### src/rtl/mem_stage_sram_ctrl_pkg.sv
// Shared types and defaults for the MEM-stage SRAM controller.
// Holds the FSM state encoding and the SRAM geometry/timing defaults.
package mem_pkg;

   typedef enum logic [1:0] {
      IDLE = 2'd0,
      LO   = 2'd1,
      HI   = 2'd2,
      DONE = 2'd3
   } state_t;

   localparam int SRAM_AW_DFLT   = 18;
   localparam int SRAM_WAIT_DFLT = 2;
   localparam int CNT_W          = 4;  // wide enough for waits up to 15

endpackage

### src/rtl/mem_stage_sram_ctrl_if.sv
// 16-bit asynchronous SRAM bus between the MEM-stage controller and the memory.
// master = controller side, slave = SRAM (or its model).
interface mem_stage_sram_ctrl_if #(
   parameter int AW = mem_pkg::SRAM_AW_DFLT
);
   logic [AW-1:0] addr;
   logic [15:0]   wdata;
   logic [15:0]   rdata;
   logic          we_n;
   logic          oe_n;

   modport master (output addr, output wdata, output we_n, output oe_n, input rdata);
   modport slave  (input addr, input wdata, input we_n, input oe_n, output rdata);
endinterface

### src/rtl/mem_stage_sram_ctrl_wait_counter.sv
// Loadable wait counter with a terminal-count flag; tc is high on the last
// enabled cycle of a WAIT-cycle window, after which the count wraps to 0.
module sram_wait_counter
   import mem_pkg::*;
#(
   parameter int WAIT = SRAM_WAIT_DFLT
) (
   input  logic             clk,
   input  logic             rst,
   input  logic             load,
   input  logic [CNT_W-1:0] load_val,
   input  logic             en,
   output logic [CNT_W-1:0] count,
   output logic             tc
);

   assign tc = en && (count == CNT_W'(WAIT - 1));

   // NOTE: sequential state uses non-blocking assignments so every flop samples pre-edge values.
   always_ff @(posedge clk or negedge rst) begin
      if (!rst) begin
         count <= '0;
      end else if (load) begin
         count <= load_val;
      end else if (en) begin
         count <= tc ? '0 : count + 1'b1;
      end
   end

endmodule

### src/rtl/mem_stage_sram_ctrl.sv
// MEM stage: 32-bit loads/stores on a 16-bit async SRAM as two half-word accesses,
// freezing the upstream pipeline while the access is in flight.
module mem_stage_sram_ctrl
   import mem_pkg::*;
#(
   parameter int SRAM_WAIT = SRAM_WAIT_DFLT,
   parameter int SRAM_AW   = SRAM_AW_DFLT
) (
   input  logic        clk,
   input  logic        rst,
   input  logic        mem_read,
   input  logic        mem_write,
   input  logic        wb_en,
   input  logic [4:0]  dest,
   input  logic [31:0] ALU_result,
   input  logic [31:0] reg2,
   mem_stage_sram_ctrl_if.master sram,
   output logic        freeze,
   output logic [31:0] mem_result,
   output logic        wb_en_out,
   output logic [4:0]  dest_out
);

   state_t state, next_state;

   logic               req, store_op, load_op, busy;
   logic [SRAM_AW-2:0] word;
   logic [CNT_W-1:0]   count;
   logic               tc;

   logic [SRAM_AW-1:0] addr_q, addr_d;
   logic [15:0]        wdata_q, wdata_d;
   logic               we_n_q, we_n_d, oe_n_q, oe_n_d;

   logic unused_addr_bits;
   assign unused_addr_bits = ^{ALU_result[31:SRAM_AW+1], ALU_result[1:0]};

   assign req      = mem_read | mem_write;
   assign store_op = mem_write;
   assign load_op  = mem_read & ~mem_write;
   assign busy     = (state == LO) || (state == HI);
   assign word     = ALU_result[SRAM_AW:2];

   assign wb_en_out = wb_en;
   assign dest_out  = dest;

   sram_wait_counter #(.WAIT(SRAM_WAIT)) u_wait (
      .clk      (clk),
      .rst      (rst),
      .load     (state == IDLE),
      .load_val ('0),
      .en       (busy),
      .count    (count),
      .tc       (tc)
   );

   always_ff @(posedge clk or negedge rst) begin
      if (!rst) state <= IDLE;
      else      state <= next_state;
   end

   // NOTE: every comb output gets a default first, so no path can infer a latch.
   always_comb begin
      next_state = state;
      unique case (state)
         IDLE:    if (req) next_state = LO;
         LO:      if (tc)  next_state = HI;
         HI:      if (tc)  next_state = DONE;
         DONE:             next_state = IDLE;
         default:          next_state = IDLE;
      endcase
   end

   // SRAM drive is decoded from next_state and registered, so strobes change
   // only at clock edges together with the address.
   always_comb begin
      freeze  = rst & (((state == IDLE) & req) | busy);
      addr_d  = addr_q;
      wdata_d = wdata_q;
      we_n_d  = 1'b1;
      oe_n_d  = 1'b1;
      if (next_state == LO || next_state == HI) begin
         addr_d  = {word, (next_state == HI)};
         wdata_d = (next_state == HI) ? reg2[31:16] : reg2[15:0];
         we_n_d  = ~store_op;
         oe_n_d  = ~load_op;
      end
   end

   always_ff @(posedge clk or negedge rst) begin
      if (!rst) begin
         addr_q  <= '0;
         wdata_q <= '0;
         we_n_q  <= 1'b1;
         oe_n_q  <= 1'b1;
      end else begin
         addr_q  <= addr_d;
         wdata_q <= wdata_d;
         we_n_q  <= we_n_d;
         oe_n_q  <= oe_n_d;
      end
   end

   assign sram.addr  = addr_q;
   assign sram.wdata = wdata_q;
   assign sram.we_n  = we_n_q;
   assign sram.oe_n  = oe_n_q;

   always_ff @(posedge clk or negedge rst) begin
      if (!rst) begin
         mem_result <= '0;
      end else if (tc && load_op) begin
         if (state == LO) mem_result[15:0]  <= sram.rdata;
         if (state == HI) mem_result[31:16] <= sram.rdata;
      end
   end

endmodule

### src/flat_wrapper.sv
// flat-port wrapper written by rule: the top's interface ports become plain ports
module mem_stage_sram_ctrl_flat import mem_pkg::*;
#(
   parameter int SRAM_WAIT = SRAM_WAIT_DFLT,
   parameter int SRAM_AW   = SRAM_AW_DFLT
)
  (clk, rst, mem_read, mem_write, wb_en, dest, ALU_result, reg2, freeze, mem_result, wb_en_out, dest_out, sram_addr, sram_wdata, sram_we_n, sram_oe_n, sram_rdata);
  mem_stage_sram_ctrl_if #(.AW(18)) sram_i ();
  input  logic clk;
  input  logic rst;
  input  logic mem_read;
  input  logic mem_write;
  input  logic wb_en;
  input  logic [4:0] dest;
  input  logic [31:0] ALU_result;
  input  logic [31:0] reg2;
  output logic freeze;
  output logic [31:0] mem_result;
  output logic wb_en_out;
  output logic [4:0] dest_out;
  output wire logic [$bits(sram_i.addr)-1:0] sram_addr;
  output wire logic [$bits(sram_i.wdata)-1:0] sram_wdata;
  output wire logic [$bits(sram_i.we_n)-1:0] sram_we_n;
  output wire logic [$bits(sram_i.oe_n)-1:0] sram_oe_n;
  input wire logic [$bits(sram_i.rdata)-1:0] sram_rdata;
  assign sram_addr = sram_i.addr;
  assign sram_wdata = sram_i.wdata;
  assign sram_we_n = sram_i.we_n;
  assign sram_oe_n = sram_i.oe_n;
  assign sram_i.rdata = sram_rdata;
  mem_stage_sram_ctrl #(.SRAM_WAIT(SRAM_WAIT), .SRAM_AW(SRAM_AW)) u_core (.clk(clk), .rst(rst), .mem_read(mem_read), .mem_write(mem_write), .wb_en(wb_en), .dest(dest), .ALU_result(ALU_result), .reg2(reg2), .sram(sram_i), .freeze(freeze), .mem_result(mem_result), .wb_en_out(wb_en_out), .dest_out(dest_out));
endmodule
### config.mk
export PLATFORM = sky130hd
export DESIGN_NAME = mem_stage_sram_ctrl_flat
export DESIGN_NICKNAME = d
export VERILOG_FILES = /design/src/rtl/mem_stage_sram_ctrl_pkg.sv /design/src/rtl/mem_stage_sram_ctrl_if.sv /design/src/rtl/mem_stage_sram_ctrl_wait_counter.sv /design/src/rtl/mem_stage_sram_ctrl.sv /design/src/flat_wrapper.sv
export SDC_FILE = /design/constraint.sdc
export NUM_CORES = 1
export LEC_CHECK = 0
export ABC_CLOCK_PERIOD_IN_PS = 3100
export CORE_ASPECT_RATIO = 0.6
export CORE_MARGIN = 5
export CORE_UTILIZATION = 40
export CTS_CLUSTER_SIZE = 10
export DETAILED_ROUTE_END_ITERATION = 8
export GPL_TIMING_DRIVEN = 1
export PLACE_DENSITY = 0.8
export SLEW_MARGIN = 20
export SYNTH_ARGS = -nofsm -noshare
export SYNTH_HDL_FRONTEND = slang
export SYNTH_SLANG_ARGS = --single-unit
### constraint.sdc
create_clock -name clk -period 3.1 [get_ports clk]
set_input_delay 0.465 -clock clk [delete_from_list [all_inputs] [get_ports clk]]
set_output_delay 0.465 -clock clk [all_outputs]
set_load 0.02 [all_outputs]
# [Yosys cells after proc, flatten, opt, wreduce, memory -nomap -nowiden]
# Cells that the tools add are included.
[classes] n_addsub=1 eq_ne=6 muxes=10 bitwise=7 n_reduce_logical=8
[ops] operator="$mux 16" n=1
[ops] operator="$mux 4" n=3
[ops] operator="$pmux 2 s4" n=1
[ops] operator="$eq 2x2->1 const B" n=3
[ops] operator="$mux 2" n=3
[ops] operator="$add 4x1->4 const B" n=1
[ops] operator="$eq 2x1->1 const B" n=2
[ops] operator="$eq 4x1->1 const B" n=1
[ops] operator="$reduce_and 2->1" n=2
[ops] operator="$and 1x1->1" n=3
[ops] operator="$logic_and 1x1->1" n=2
[ops] operator="$logic_not 2->1" n=1
[ops] operator="$logic_or 1x1->1" n=2
[ops] operator="$mux 1" n=2
[ops] operator="$not 1->1" n=2
[ops] operator="$or 1x1->1" n=2
[ops] operator="$reduce_bool 2->1" n=1
[totals] register_bits=74 input_bits=90 out_inout_bits=75 elab_cells=40

# [Depth between registers and ports, before layout]
[logic_depth] ltp_word=8 depth_mapped=11 mapped_depth_nobuf=8

# [By module]
# Synthesis repeated with hierarchy kept, for this count alone.
[hier_totals] cells_unflattened=234 hier_area_um2=3269.4
[by_module_without_submodules] module="mem_stage_sram_ctrl" n_inst=1 cells_per_inst=212 area_each_um2=3019.1 seq_area_each_um2=1754.2
[by_module_without_submodules] module="sram_wait_counter" n_inst=1 cells_per_inst=22 area_each_um2=250.2 seq_area_each_um2=100.1

# [Worst setup path before layout]
# Ideal clock, no wire load.
[synth_path] path_kind="flip-flop to flip-flop" start="register u_core.state[0]" end="register u_core.addr_q[10], in the netlist u_core.sram.addr[10]" setup_ps=125 arrival_ps=2651 t_required_ps=2975 path_slack_ps=324 path_stages_with_launch=11 n_path_buf=3 synth_period_minus_slack_ps=2776 path_cell_list="dfrtp_1 > inv_1 > ha_1 > nor4bb_1 > buf_4 > nand2b_1 > a211o_1 > ha_1 > clkbuf_1 > clkbuf_1 > mux2_2"
[synth_between] elab_chain_cells=7 word_cells_on_any_way=13 cone_classes="eq/ne: 5; mux: 4; reduce/logical: 4"
[synth_rtl] item="from (decl)" line="mem_stage_sram_ctrl.sv:24" source="state_t state, next_state;"
[synth_rtl] item="from (signal assigned)" line="mem_stage_sram_ctrl.sv:59" source="else state <= next_state;"
[synth_rtl] item="$eq 2x1->1 / $eq 2x2->1 (equally long branches)" line="mem_stage_sram_ctrl.sv:41, mem_stage_sram_ctrl.sv:65"
[synth_rtl] item="$logic_or 1x1->1" line="mem_stage_sram_ctrl.sv:41" source="assign busy = (state == LO) || (state == HI);"
[synth_rtl] item="$logic_and 1x1->1" line="mem_stage_sram_ctrl_wait_counter.sv:17" source="assign tc = en && (count == CNT_W'(WAIT - 1));"
[synth_rtl] item="$mux 2, on equally long branches" line="mem_stage_sram_ctrl.sv:68, mem_stage_sram_ctrl.sv:67"
[synth_rtl] item="$pmux 2 s4 *" line="mem_stage_sram_ctrl.sv:65" source="unique case (state)"
[synth_rtl] item="$eq 2x1->1 / $eq 2x2->1 (equally long branches)" line="mem_stage_sram_ctrl.sv:82" source="if (next_state == LO || next_state == HI) begin"
[synth_rtl] item="$logic_or 1x1->1 *" line="mem_stage_sram_ctrl.sv:82"
[synth_rtl] item="to (signal assigned)" line="mem_stage_sram_ctrl.sv:97" source="addr_q <= addr_d;"
[synth_rtl] item="to (decl)" line="mem_stage_sram_ctrl.sv:31" source="logic [SRAM_AW-1:0] addr_q, addr_d;"
# Every way passes the cells marked *; elsewhere a longest branch is shown, timed or not.
# A chain may end at the register's enable or synchronous reset.

# [Worst setup path in the final report]
[layout_path] start="register u_core.state[0]" end="register u_core.wdata_q[3], in the netlist u_core.sram.wdata[3]"
[layout_between] elab_chain_cells=7 word_cells_on_any_way=14 cone_classes="eq/ne: 5; mux: 5; reduce/logical: 4"
[layout_rtl] item="$eq 2x1->1 / $eq 2x2->1 (equally long branches)" line="mem_stage_sram_ctrl.sv:41, mem_stage_sram_ctrl.sv:65"
[layout_rtl] item="$logic_or 1x1->1" line="mem_stage_sram_ctrl.sv:41"
[layout_rtl] item="$logic_and 1x1->1" line="mem_stage_sram_ctrl_wait_counter.sv:17"
[layout_rtl] item="$mux 2, on equally long branches" line="mem_stage_sram_ctrl.sv:68, mem_stage_sram_ctrl.sv:67"
[layout_rtl] item="$pmux 2 s4 *" line="mem_stage_sram_ctrl.sv:65"
[layout_rtl] item="via u_core.next_state[1]" line="mem_stage_sram_ctrl.sv:24"
[layout_rtl] item="$eq 2x2->1 / $eq 2x1->1 (equally long branches)" line="mem_stage_sram_ctrl.sv:82, mem_stage_sram_ctrl.sv:84"
[layout_rtl] item="$mux 16 / $logic_or 1x1->1 (equally long branches)" line="mem_stage_sram_ctrl.sv:84, mem_stage_sram_ctrl.sv:82"
[layout_rtl] item="to (signal assigned)" line="mem_stage_sram_ctrl.sv:98" source="wdata_q <= wdata_d;"
[layout_rtl] item="to (decl)" line="mem_stage_sram_ctrl.sv:32" source="logic [15:0] wdata_q, wdata_d;"
# Mark *: on every way through the listed nets, which the timed path passes. The rest lies on a longest branch.

==> results.sh <==
export IMPL_clk_pin_slew_ns=0.06
export IMPL_p_leak_nw=2.17
export IMPL_totalWireLength_um=8030
export IMPL_cts_buffers=9
export IMPL_fmax_mhz=359
export IMPL_grt_overflow=0
export IMPL_die_h_um=79.9
export IMPL_ant_nets=0
export IMPL_worstSetupEndpoint="u_core.sram.wdata[3]$_DFFE_PN0P_"
export IMPL_synth_area_um2=3250
export IMPL_final_seq_area_um2=1850
export IMPL_cellPowerDensity_nw_per_um2=1150
export IMPL_dp_hpwl_um=5950
export IMPL_track_usage=0.164
export IMPL_num_fill_cells=624
export IMPL_crit_fanout=17
export IMPL_clock_skew_ns=0.00501
export IMPL_ir_drop_uv=678
export IMPL_netlist_instances=233
export IMPL_slew_violations=0
export IMPL_ioPinCount=165
export IMPL_grt_max_degree=75
export IMPL_cts_setup_buffers=0
export IMPL_timing_rr_end="u_core.sram.wdata[3]$_DFFE_PN0P_"
export IMPL_layout_drive_gt1_share=0.206
export IMPL_pwr_share_comb=0.499
export IMPL_gp_congestion=0.786
export IMPL_synth_top_cell_area_share=0.554
export IMPL_multi_input_area_um2=1240
export IMPL_grt_pass1_wl_um=12800
export IMPL_period_needed_ns=2.79
export IMPL_syn_to_final_growth_pct=55.1
export IMPL_drc=0
export IMPL_hold_buffers=0
export IMPL_die_w_um=126
export IMPL_layout_nets=467
export IMPL_critical_path_class="reg2reg"
export IMPL_worstSetupStartpointType="register"
export IMPL_seq_area_frac_synth=0.570
export IMPL_setup_tns_ns=0
export IMPL_cts_tree="done"
export IMPL_pre_cts_ws_ns=0.333
export IMPL_clock_sinks=74
export IMPL_reg2reg_depth=10
export IMPL_drt_iter0_markers=64
export IMPL_hold_viol=0
export IMPL_cp_startpoint="u_core.state[0]$_DFF_PN0_"
export IMPL_avgRoutedWirePerCell_um=16.7
export IMPL_cts_buffer_depth=2
export IMPL_grt_pass1_vias=2453
export IMPL_final_common_cell="clkdlybuf4s50_1"
export IMPL_fin_crit_sh=0.899
export IMPL_p_switching_mw=2.01
export IMPL_p_seq_frac=0.282
export IMPL_r2r_start="u_core.state[0]$_DFF_PN0_"
export IMPL_maxCapViolCount=0
export IMPL_dieArea_um2=10100
export IMPL_dp_cells=466
export IMPL_sw_frac_of_total=0.348
export IMPL_synth_top_cell_by_area="dfrtp_1"
export IMPL_final_cell_mix="clkdlybuf4s50_1 (136), dfrtp_1 (72), mux2_2 (30)"
export IMPL_tightest_slew_ns=0.937
export IMPL_ctsResizeCount=0
export IMPL_status="completed"
export IMPL_clock_tree_root_cell="clkbuf_16"
export IMPL_min_path_type="in2async"
export IMPL_worst_ep_arrival_time_ns=2.98
export IMPL_port_buffers=137
export IMPL_synth_area_leaders="dfrtp_1 (55%), mux2_2 (10%), mux2_4 (9.2%)"
export IMPL_pwr_share_clk=0.219
export IMPL_stdcell_count=482
export IMPL_rsz0062_at_grt="no"
export IMPL_endpoint_kind="register"
export IMPL_setup_slack_ns=0.313
export IMPL_crit_required_ns=3.30
export IMPL_reg2reg_slack_ns=0.31
export IMPL_num_rows=25
export IMPL_ctsHtreeMaxLevel=3
export IMPL_p_int_mw=3.78
export IMPL_setup_viol=0
export IMPL_vias_per_cell=4.68
export IMPL_synth_nets=331
export IMPL_syn_area_per_cell_um2=14.0
export IMPL_firstDrtPassIters=4
export IMPL_clock_latency_ns=0.32
export IMPL_core_area_um2=7880
export IMPL_relSlewSlack=0.375
export IMPL_yosysUniqueCellTypes=33
export IMPL_vias=2258
export IMPL_grt_antenna_before_repair=0
export IMPL_start_util=0.413
export IMPL_yosysWarningCount=0
export IMPL_num_antenna_cells=0
export IMPL_synth_seq_cells=74
==> critical path: stages (launching register included) <==
cell and delay, ns:
dfrtp_1 0.42, inv_1 0.10, ha_1 0.31, nor4bb_1 0.34
buf_4 0.21, o21bai_1 0.06, a221oi_1 0.34, ha_1 0.21
buf_4 0.29, mux2i_1 0.27, o21ai_0 0.11
==> kinds of logic after synthesis <==
kind of cell | after synthesis | share of synthesized area
AO/OA/AOI/OAI | 25 | 0.0465
buffers and inverters | 23 | 0.0500
multiplexers | 67 | 0.248
AND/OR/NAND/NOR | 36 | 0.0542
adder cells (fa/ha/maj) | 8 | 0.0308
flip-flops | 74 | 0.570
==> through the flow <==
step	hold WS [ns]	instance area, µm²	total power, mW	util
floorplan	0.169	3250	3.31	-
global placement	0.465	4680	4.48	0.593
detailed placement	0.477	4680	4.56	0.593
CTS	0.425	5040	5.86	0.640
global route	0.454	5040	6.14	0.640
finish	0.370	5040	5.79	0.640
==> power by group through the flow <==
stage / Sequential (mW) / Combinational (mW) / Clock [mW]
final: 1.63 / 2.89 / 1.27
after global routing: 1.69 / 3.12 / 1.34
after CTS: 1.63 / 2.92 / 1.30
after detailed placement: 1.64 / 2.91 / 0
after global placement: 1.62 / 2.85 / 0
after floorplan: 2.09 / 1.23 / 0
==> state kept, by name, summed over array words and instances, names as in the netlist <==
name                 cells
u_core.sram.we_n         1
u_core.sram.wdata       16
u_core.u_wait.count      4
u_core.mem_result       32
u_core.sram.addr        18
u_core.state             2
u_core.sram.oe_n         1
==> cell type report <==
cell class / count / area share
clock buffers: 10 / 0.0454
inverters: 3 / 0.00223
multi-input cells: 136 / 0.245
well taps: 108 / 0.0268
clock inverters: 6 / 0.0273
flip-flops and latches: 74 / 0.368
repair buffers: 145 / 0.286
==> per-layer routing <==
layer | track usage | wire length, µm | share of wire | vias to the layer above
met4 | 0.0450 | 38 | 0.0047 | 0
met1 | 0.208 | 3560 | 0.44 | 1072
met2 | 0.246 | 3490 | 0.43 | 108
li1 | - | - | - | 1074
met3 | 0.0842 | 943 | 0.12 | 4
met5 | 0 | 0 | 0 | -
==> Yosys cell counts <==
| library cell | number |
|---|---|
| dfrtp_1 | 72 |
| mux2_2 | 30 |
| mux2_4 | 20 |
| nand2_1 | 18 |
| mux2i_1 | 17 |
| o21ai_0 | 16 |
| ha_1 | 8 |
| buf_4 | 7 |
| clkbuf_1 | 7 |
| inv_1 | 3 |
| nand2b_1 | 3 |
| nor2b_1 | 3 |
| and3_1 | 2 |
| buf_12 | 2 |
| buf_2 | 2 |
| buf_6 | 2 |
| dfstp_2 | 2 |
| nor2_1 | 2 |
| nor3_1 | 2 |
| nor4_1 | 2 |
| a211o_1 | 1 |
| a211oi_1 | 1 |
| a21o_1 | 1 |
| a21oi_1 | 1 |
| a221o_1 | 1 |
| a221oi_1 | 1 |
| nand3_1 | 1 |
| nor3b_1 | 1 |
| nor4bb_1 | 1 |
| o21bai_1 | 1 |
| o31ai_1 | 1 |
| o41ai_1 | 1 |
| or2_2 | 1 |
==> how the worst min path moves through the flow <==
stage,from,endpoint,slack (ns),cells after the start
after CTS,rst,u_core.mem_result[3]$_DFFE_PN0P_,0.42,2
after global placement,u_core.sram.wdata[14]$_DFFE_PN0P_,u_core.sram.wdata[14]$_DFFE_PN0P_,0.46,2
final,rst,u_core.mem_result[3]$_DFFE_PN0P_,0.37,2
after detailed placement,u_core.sram.wdata[2]$_DFFE_PN0P_,u_core.sram.wdata[2]$_DFFE_PN0P_,0.48,2
after floorplan,rst,u_core.mem_result[0]$_DFFE_PN0P_,0.17,0
after global routing,rst,u_core.mem_result[3]$_DFFE_PN0P_,0.45,2
No activity file was read; power rests on OpenSTA's default activity.
